<file path="src/rtl/lmsm_mem_sequencer_pkg.sv">
// -----------------------------------------------------------------------------
// lmsm_mem_sequencer_pkg
// Shared constants and types for the LM/SM memory sequencer:
//   ADDR_W / DATA_W / NREG  - datapath widths and register count
//   IDX_W                   - register index width (log2 NREG)
//   state_t                 - sequencer FSM state encoding
//   RW_READ / RW_WRITE      - Memory R_Wbar encodings
// -----------------------------------------------------------------------------
package lmsm_mem_sequencer_pkg;

    localparam int unsigned ADDR_W = 16;
    localparam int unsigned DATA_W = 16;
    localparam int unsigned NREG   = 8;
    localparam int unsigned IDX_W  = $clog2(NREG);

    typedef enum logic [1:0] {
        IDLE   = 2'd0,
        ACCESS = 2'd1,
        DONE   = 2'd2
    } state_t;

    localparam logic RW_READ  = 1'b1;
    localparam logic RW_WRITE = 1'b0;

endpackage

</file>
<file path="src/rtl/lmsm_mem_sequencer_prio_enc.sv">
// -----------------------------------------------------------------------------
// lmsm_prio_enc
// Combinational lowest-set-bit priority encoder for the LM/SM register mask.
// Ports:
//   i_mask  [NREG-1:0]  remaining register mask
//   o_idx   [IDX_W-1:0] index of the lowest set bit (0 when mask is empty)
//   o_valid             high when any mask bit is set
// -----------------------------------------------------------------------------
module lmsm_prio_enc
    import lmsm_mem_sequencer_pkg::*;
(
    input  logic [NREG-1:0]  i_mask,
    output logic [IDX_W-1:0] o_idx,
    output logic             o_valid
);

    always_comb begin
        o_idx   = '0;
        o_valid = 1'b0;
        for (int unsigned i = 0; i < NREG; i++) begin
            if (i_mask[i] && !o_valid) begin
                o_idx   = IDX_W'(i);
                o_valid = 1'b1;
            end
        end
    end

endmodule

</file>
<file path="src/rtl/lmsm_mem_sequencer.sv">
// -----------------------------------------------------------------------------
// lmsm_mem_sequencer
// Memory-side initiator for load-multiple (LM) / store-multiple (SM).
// Issues one Memory access per selected register at consecutive addresses.
// Optional feature: define LMSM_FINAL_ADDR_EN to add Out_final_addr
// (base + popcount(mask), valid during Out_done, 0 otherwise).
// Ports:
//   clk, In_reset                 clock, synchronous active-high reset
//   In_start/In_load/In_base_addr/In_reg_mask  request from control FSM
//   Out_busy, Out_done            status (busy ACCESS..DONE, done pulse)
//   Out_Mem_Access_en/_R_Wbar/_addr, Out_Mem_Write_data, In_Mem_Read_data
//                                 Memory request port
//   Out_rf_rd_sel, In_rf_rd_data  register-file read (SM)
//   Out_rf_wr_en/_sel/_data       register-file write (LM)
//   Out_final_addr                (LMSM_FINAL_ADDR_EN only)
// -----------------------------------------------------------------------------
module lmsm_mem_sequencer
    import lmsm_mem_sequencer_pkg::*;
(
    input  logic              clk,
    input  logic              In_reset,
    input  logic              In_start,
    input  logic              In_load,
    input  logic [ADDR_W-1:0] In_base_addr,
    input  logic [NREG-1:0]   In_reg_mask,
    output logic              Out_busy,
    output logic              Out_done,
    output logic              Out_Mem_Access_en,
    output logic              Out_Mem_Access_R_Wbar,
    output logic [ADDR_W-1:0] Out_Mem_Access_addr,
    output logic [DATA_W-1:0] Out_Mem_Write_data,
    input  logic [DATA_W-1:0] In_Mem_Read_data,
    output logic [IDX_W-1:0]  Out_rf_rd_sel,
    input  logic [DATA_W-1:0] In_rf_rd_data,
    output logic              Out_rf_wr_en,
    output logic [IDX_W-1:0]  Out_rf_wr_sel,
    output logic [DATA_W-1:0] Out_rf_wr_data
`ifdef LMSM_FINAL_ADDR_EN
    ,
    output logic [ADDR_W-1:0] Out_final_addr
`endif
);

    state_t            r_state;
    logic              r_load;
    logic [NREG-1:0]   r_mask;
    logic [ADDR_W-1:0] r_count;
    logic              r_wb_pend;
    logic [IDX_W-1:0]  r_wb_sel;

    logic [IDX_W-1:0]  w_idx;
    logic              w_valid;
    logic [NREG-1:0]   w_mask_next;
    logic              w_access;
    logic              w_store;

    lmsm_prio_enc u_prio_enc (
        .i_mask  (r_mask),
        .o_idx   (w_idx),
        .o_valid (w_valid)
    );

    assign w_mask_next = r_mask & ~(NREG'(1) << w_idx);
    assign w_access    = (r_state == ACCESS) && w_valid;
    assign w_store     = w_access && !r_load;

    always_ff @(posedge clk) begin
        if (In_reset) begin
            r_state   <= IDLE;
            r_load    <= 1'b0;
            r_mask    <= '0;
            r_count   <= '0;
            r_wb_pend <= 1'b0;
            r_wb_sel  <= '0;
        end else begin
            case (r_state)
                IDLE: begin
                    r_wb_pend <= 1'b0;
                    if (In_start) begin
                        r_load  <= In_load;
                        r_mask  <= In_reg_mask;
                        r_count <= In_base_addr;
                        r_state <= (In_reg_mask != '0) ? ACCESS : DONE;
                    end
                end
                ACCESS: begin
                    r_mask    <= w_mask_next;
                    r_count   <= r_count + ADDR_W'(1);
                    // LM read data arrives next cycle; remember where it goes.
                    r_wb_pend <= r_load;
                    r_wb_sel  <= w_idx;
                    if (w_mask_next == '0)
                        r_state <= DONE;
                end
                DONE: begin
                    r_wb_pend <= 1'b0;
                    r_state   <= IDLE;
                end
                default: begin
                    r_wb_pend <= 1'b0;
                    r_state   <= IDLE;
                end
            endcase
        end
    end

    // Outputs decode registered state; the data paths pass through in the
    // same cycle because the register file / Memory data are combinational.
    always_comb begin
        Out_busy              = (r_state != IDLE);
        Out_done              = (r_state == DONE);
        Out_Mem_Access_en     = w_access;
        Out_Mem_Access_R_Wbar = (w_access && !r_load) ? RW_WRITE : RW_READ;
        Out_Mem_Access_addr   = w_access ? r_count : '0;
        Out_Mem_Write_data    = w_store ? In_rf_rd_data : '0;
        Out_rf_rd_sel         = w_store ? w_idx : '0;
        Out_rf_wr_en          = r_wb_pend;
        Out_rf_wr_sel         = r_wb_pend ? r_wb_sel : '0;
        Out_rf_wr_data        = r_wb_pend ? In_Mem_Read_data : '0;
    end

`ifdef LMSM_FINAL_ADDR_EN
    // In DONE the counter has advanced once per access: base + popcount.
    assign Out_final_addr = (r_state == DONE) ? r_count : '0;
`endif

endmodule

</file>
<file path="config.mk">
export PLATFORM = sky130hd
export DESIGN_NAME = lmsm_mem_sequencer
export DESIGN_NICKNAME = d
export VERILOG_FILES = /design/src/rtl/lmsm_mem_sequencer_pkg.sv /design/src/rtl/lmsm_mem_sequencer_prio_enc.sv /design/src/rtl/lmsm_mem_sequencer.sv
export SDC_FILE = /design/constraint.sdc
export NUM_CORES = 1
export LEC_CHECK = 0
export CORE_ASPECT_RATIO = 2
export CORE_UTILIZATION = 39
export DETAILED_ROUTE_END_ITERATION = 8
export GPL_TIMING_DRIVEN = 0
export PLACE_DENSITY = 0.81
export SYNTH_ARGS = -nofsm -noshare
export SYNTH_HDL_FRONTEND = slang
export SYNTH_SLANG_ARGS = --single-unit
</file>
<file path="constraint.sdc">
create_clock -name clk -period 2.14 [get_ports clk]
set_input_delay 0.321 -clock clk [delete_from_list [all_inputs] [get_ports clk]]
set_output_delay 0.321 -clock clk [all_outputs]
set_load 0.005 [all_outputs]
</file>
==> results.json <==
{
  "synth_edf_count": 0,
  "primary_ff_master_synth": "sky130_fd_sc_hd__dfxtp_1",
  "clock_slew_at_reported_path_ffs_ps": 70,
  "worstHoldPathCells": 2,
  "timing.final.crit_share_pct": 101,
  "fin_nets": 481,
  "mappedNetlistArea_um2": 2160,
  "dr.pass1.iters": 4,
  "ff_latch_count_synth": 31,
  "totalPowerFinal_mw": 1.83,
  "fp-row-count": 38,
  "finalClockSkew_ps": 4.14,
  "initial_core_util_pct": 40.2,
  "die_width_um": 54.6,
  "worstHoldPathType": "reg -> reg",
  "core_region_area_um2": 5370,
  "p_clk_share_pct": 25.1,
  "numPortBuffers": 118,
  "critical_path_peak_fanout": 2,
  "detailedPlacementHpwl_mm": 5.84,
  "synth.yosys.seq_area_share_pct": 28.8,
  "wl_met1_mm": 2.75,
  "syn-mean-instance-area_um2": 7.55,
  "die_area_um2": 5850,
  "top_level_ports": 119,
  "cts-buffers-inserted": 5,
  "reg2reg_slack_ps": 40,
  "worstPathBufferInverterCount": 2,
  "syn_inst": 286,
  "static-leakage-power_nw": 1.48,
  "asyncSetResetFlopFracSynth_pct": 0,
  "critical_path.reg2reg.startpoint": "r_mask[2]$_SDFFE_PP0P_",
  "number_of_global_route_vias_before_repair": 2699,
  "timing.critical_path.cells": "buf_6, or4_4, nor3_4, nand2_1, a21oi_1, buf_2",
  "timing.max_slew.rel_slack_pct": 64.8,
  "cts_tree": "built",
  "antenna_found_initial": 0,
  "cp.required_ps": 1820,
  "wire_length_of_the_first_global_routing_pass_mm": 12.5,
  "hold_ws_ps": 475,
  "timing_max_transition_violations_final": 0,
  "area_growth_pct": 70.4,
  "hold-path-endpoint": "r_wb_sel[1]$_SDFFE_PP0P_",
  "cts-htree-levels": 2,
  "slowest_stage": "sky130_fd_sc_hd__or4_4",
  "drt-total-wl_mm": 8.12,
  "critical_path_cell_count": 6,
  "drt_first_iter_violations": 150,
  "timing.rr.end": "r_state[1]$_SDFFE_PP0P_",
  "finish.utilization_pct": 68.5,
  "power_density_of_the_placed_cells_nw_per_um2": 497,
  "dp_worst_setup_slack_ps": -1170,
  "critical-path-top-delay-family": "simple AND/OR/NAND/NOR gates",
  "internal_power_mw": 1.22,
  "chipHeight_um": 107,
  "clkLatencyLatePin_ps": 290,
  "met2_wirelength_mm": 4.61,
  "grt_setup_unrepaired": "true",
  "worst_setup_path_end_kind": "primary output",
  "postSynthNetCount": 347,
  "setup_viol": 2,
  "worstHoldStart": "r_wb_sel[1]$_SDFFE_PP0P_",
  "antenna_cells_inserted": 0,
  "number_of_buffers_inserted_by_hold_repair_at_cts": 0,
  "routedWlPerCell_um": 16.9,
  "clock_tree.root_cell": "sky130_fd_sc_hd__clkbuf_8",
  "run_status": "finished, violations left",
  "switchingPower_mw": 0.606,
  "route.met3.wl_um": 451,
  "synthesis.yosys.warnings": 0,
  "cp_data_arrival_time_ps": 1850,
  "worst_slew_pin_slew_ps": 528,
  "fmax_ghz": 0.461,
  "remaining_drc_errors": 0,
  "cts.sinks": 31,
  "num-fill-cells": 458,
  "slowest_delay_ps": 560,
  "final_layout_size_suffix_gt1_share_pct": 26.6,
  "globalRoute.totalOverflow": 0,
  "cp-start-kind": "flop",
  "violations": "negative setup slack",
  "routed.top_layer": "met4",
  "vias": 2762,
  "grt_usage_pct": 29.3,
  "place.gp.congestion": 0.898,
  "kind_of_critical_path": "reg -> out",
  "final_hold_viol_count": 0,
  "cts-root-to-sink-buffers": 2,
  "worst-r2r-cell-count": 7,
  "layout_setup_ws_ps": -30.3,
  "antenna_violating_nets_post_route": 0,
  "share_seq_of_total_power_pct": 38.6,
  "distinct_cell_type_count_of_the_synthesized_netlist": 54,
  "netSwitchingFraction_pct": 33.2,
  "max_cap_viol_count": 0,
  "grt_start_max_net_pins": 12,
  "combinationalPowerShare_pct": 36.3,
  "period_minus_slack_ps": 2170,
  "vias_per_cell": 5.74,
  "irDropWorstVdd_v": 0.000390
}
==> repair_timing <==
action                     CTS  global route
setup buffers                9             6
pin swaps                    4            14
setup endpoints to repair   49            52
resized for setup          106            87
cloned                       1             0
==> layout make-up <==
type | count | area (µm²) | share of cell area [%]
clock inverters | 3 | 15.0 | 0.408
flip-flops and latches | 31 | 643 | 17.5
inverters | 7 | 26.3 | 0.714
repair buffers | 133 | 1220 | 33.1
multi-input cells | 226 | 1520 | 41.3
clock buffers | 5 | 68.8 | 1.87
plain buffers | 16 | 114 | 3.10
well taps | 60 | 75.1 | 2.04
==> power by group through the flow <==
stage	registers, mW	logic [mW]	clock network (mW)
floorplan	0.680	0.299	0
global route	0.712	0.719	0.481
finish	0.705	0.664	0.458
global placement	0.692	0.555	0
CTS	0.701	0.606	0.460
detailed placement	0.694	0.566	0
==> stage by stage <==
step	area, µm²	TNS [ps]	instances
final	3680	-39.5	481
after global routing	3680	-164	481
after CTS	3620	-609	476
after detailed placement	3410	-35350	464
after global placement	3410	-34320	464
after floorplan	2160	0	286
==> worst min-delay path, stage by stage (launching register included) <==
cell and delay [ps]:
sky130_fd_sc_hd__dfxtp_1 310, sky130_fd_sc_hd__nand2_1 60, sky130_fd_sc_hd__a21oi_1 60
==> cells by family (layout without fill, tap and decap cells) <==
kind of cell / count (synthesis) / after routing / synth area share [%]
DFF: 31 / 31 / 28.8
adders and majority gates: 2 / 2 / 1.04
buffers and inverters: 29 / 164 / 6.15
AOI/OAI and AO/OA: 82 / 82 / 27.0
and+or+nand+nor: 142 / 142 / 37.1
==> registers in the layout (all words and copies together), names as in the netlist <==
register	flops
Out_rf_wr_en	1
r_count	16
r_load	1
r_mask	8
r_state	2
r_wb_sel	3
==> metal layers <==
layer  GRT usage [%]  vias to the layer above
met1            28.3                     1287
met5               0                        -
li1                -                     1308
met2            52.7                      138
met4            17.0                        0
met3            5.53                       29
==> cells in the mapped netlist (3+ instances only) <==
library cell / number / area share (%)
sky130_fd_sc_hd__nor2_1: 23 / 4.0
sky130_fd_sc_hd__nand2_1: 16 / 2.8
sky130_fd_sc_hd__nand2b_1: 4 / 1.2
sky130_fd_sc_hd__or3_2: 3 / 1.0
sky130_fd_sc_hd__nand3_1: 5 / 1.2
sky130_fd_sc_hd__a311oi_1: 3 / 1.2
sky130_fd_sc_hd__nor3_1: 5 / 1.2
sky130_fd_sc_hd__clkbuf_1: 17 / 3.0
sky130_fd_sc_hd__o22ai_1: 4 / 1.2
sky130_fd_sc_hd__dfxtp_1: 31 / 29
sky130_fd_sc_hd__a31oi_1: 4 / 1.2
sky130_fd_sc_hd__or4_1: 4 / 1.4
sky130_fd_sc_hd__nor4_1: 6 / 1.7
sky130_fd_sc_hd__a2bb2oi_1: 4 / 1.6
sky130_fd_sc_hd__o21bai_1: 3 / 1.0
sky130_fd_sc_hd__o21ai_0: 7 / 1.6
sky130_fd_sc_hd__a22oi_1: 3 / 1.0
sky130_fd_sc_hd__and2_1: 50 / 14
sky130_fd_sc_hd__nor2b_1: 10 / 2.9
sky130_fd_sc_hd__a211oi_1: 11 / 3.8
sky130_fd_sc_hd__inv_1: 7 / 1.2
sky130_fd_sc_hd__o21a_1: 3 / 1.0
sky130_fd_sc_hd__a21oi_1: 18 / 4.2
sky130_fd_sc_hd__a21o_1: 3 / 1.0
sky130_fd_sc_hd__and3_1: 4 / 1.2
==> worst max-delay path by stage <==
| stage | start | endpoint | slack [ps] |
|---|---|---|---|
| final | r_mask[2]$_SDFFE_PP0P_ | Out_rf_rd_sel[0] | -30 |
| after global routing | r_mask[2]$_SDFFE_PP0P_ | Out_rf_rd_sel[0] | -90 |
| after CTS | r_mask[2]$_SDFFE_PP0P_ | Out_Mem_Write_data[8] | -60 |
| after detailed placement | r_state[0]$_SDFFE_PP0P_ | Out_Mem_Write_data[14] | -1170 |
| after global placement | r_state[0]$_SDFFE_PP0P_ | Out_Mem_Write_data[14] | -1150 |
| after floorplan | r_state[0]$_SDFFE_PP0P_ | Out_rf_rd_sel[2] | 110 |
==> layout by cell type, fill, tap and decap left out, drive strengths merged, types with 5 or more instances in the layout <==
cell and instances:
a211oi 11, a21oi 18, and2 51, buf 36
clkbuf 30, clkdlybuf4s50 81, dfxtp 31, inv 7
nand2 16, nand3 6, nor2 23, nor2b 10
nor3 5, nor4 6, o21ai 7, or3 5
Power figures use the tool's default switching activity.
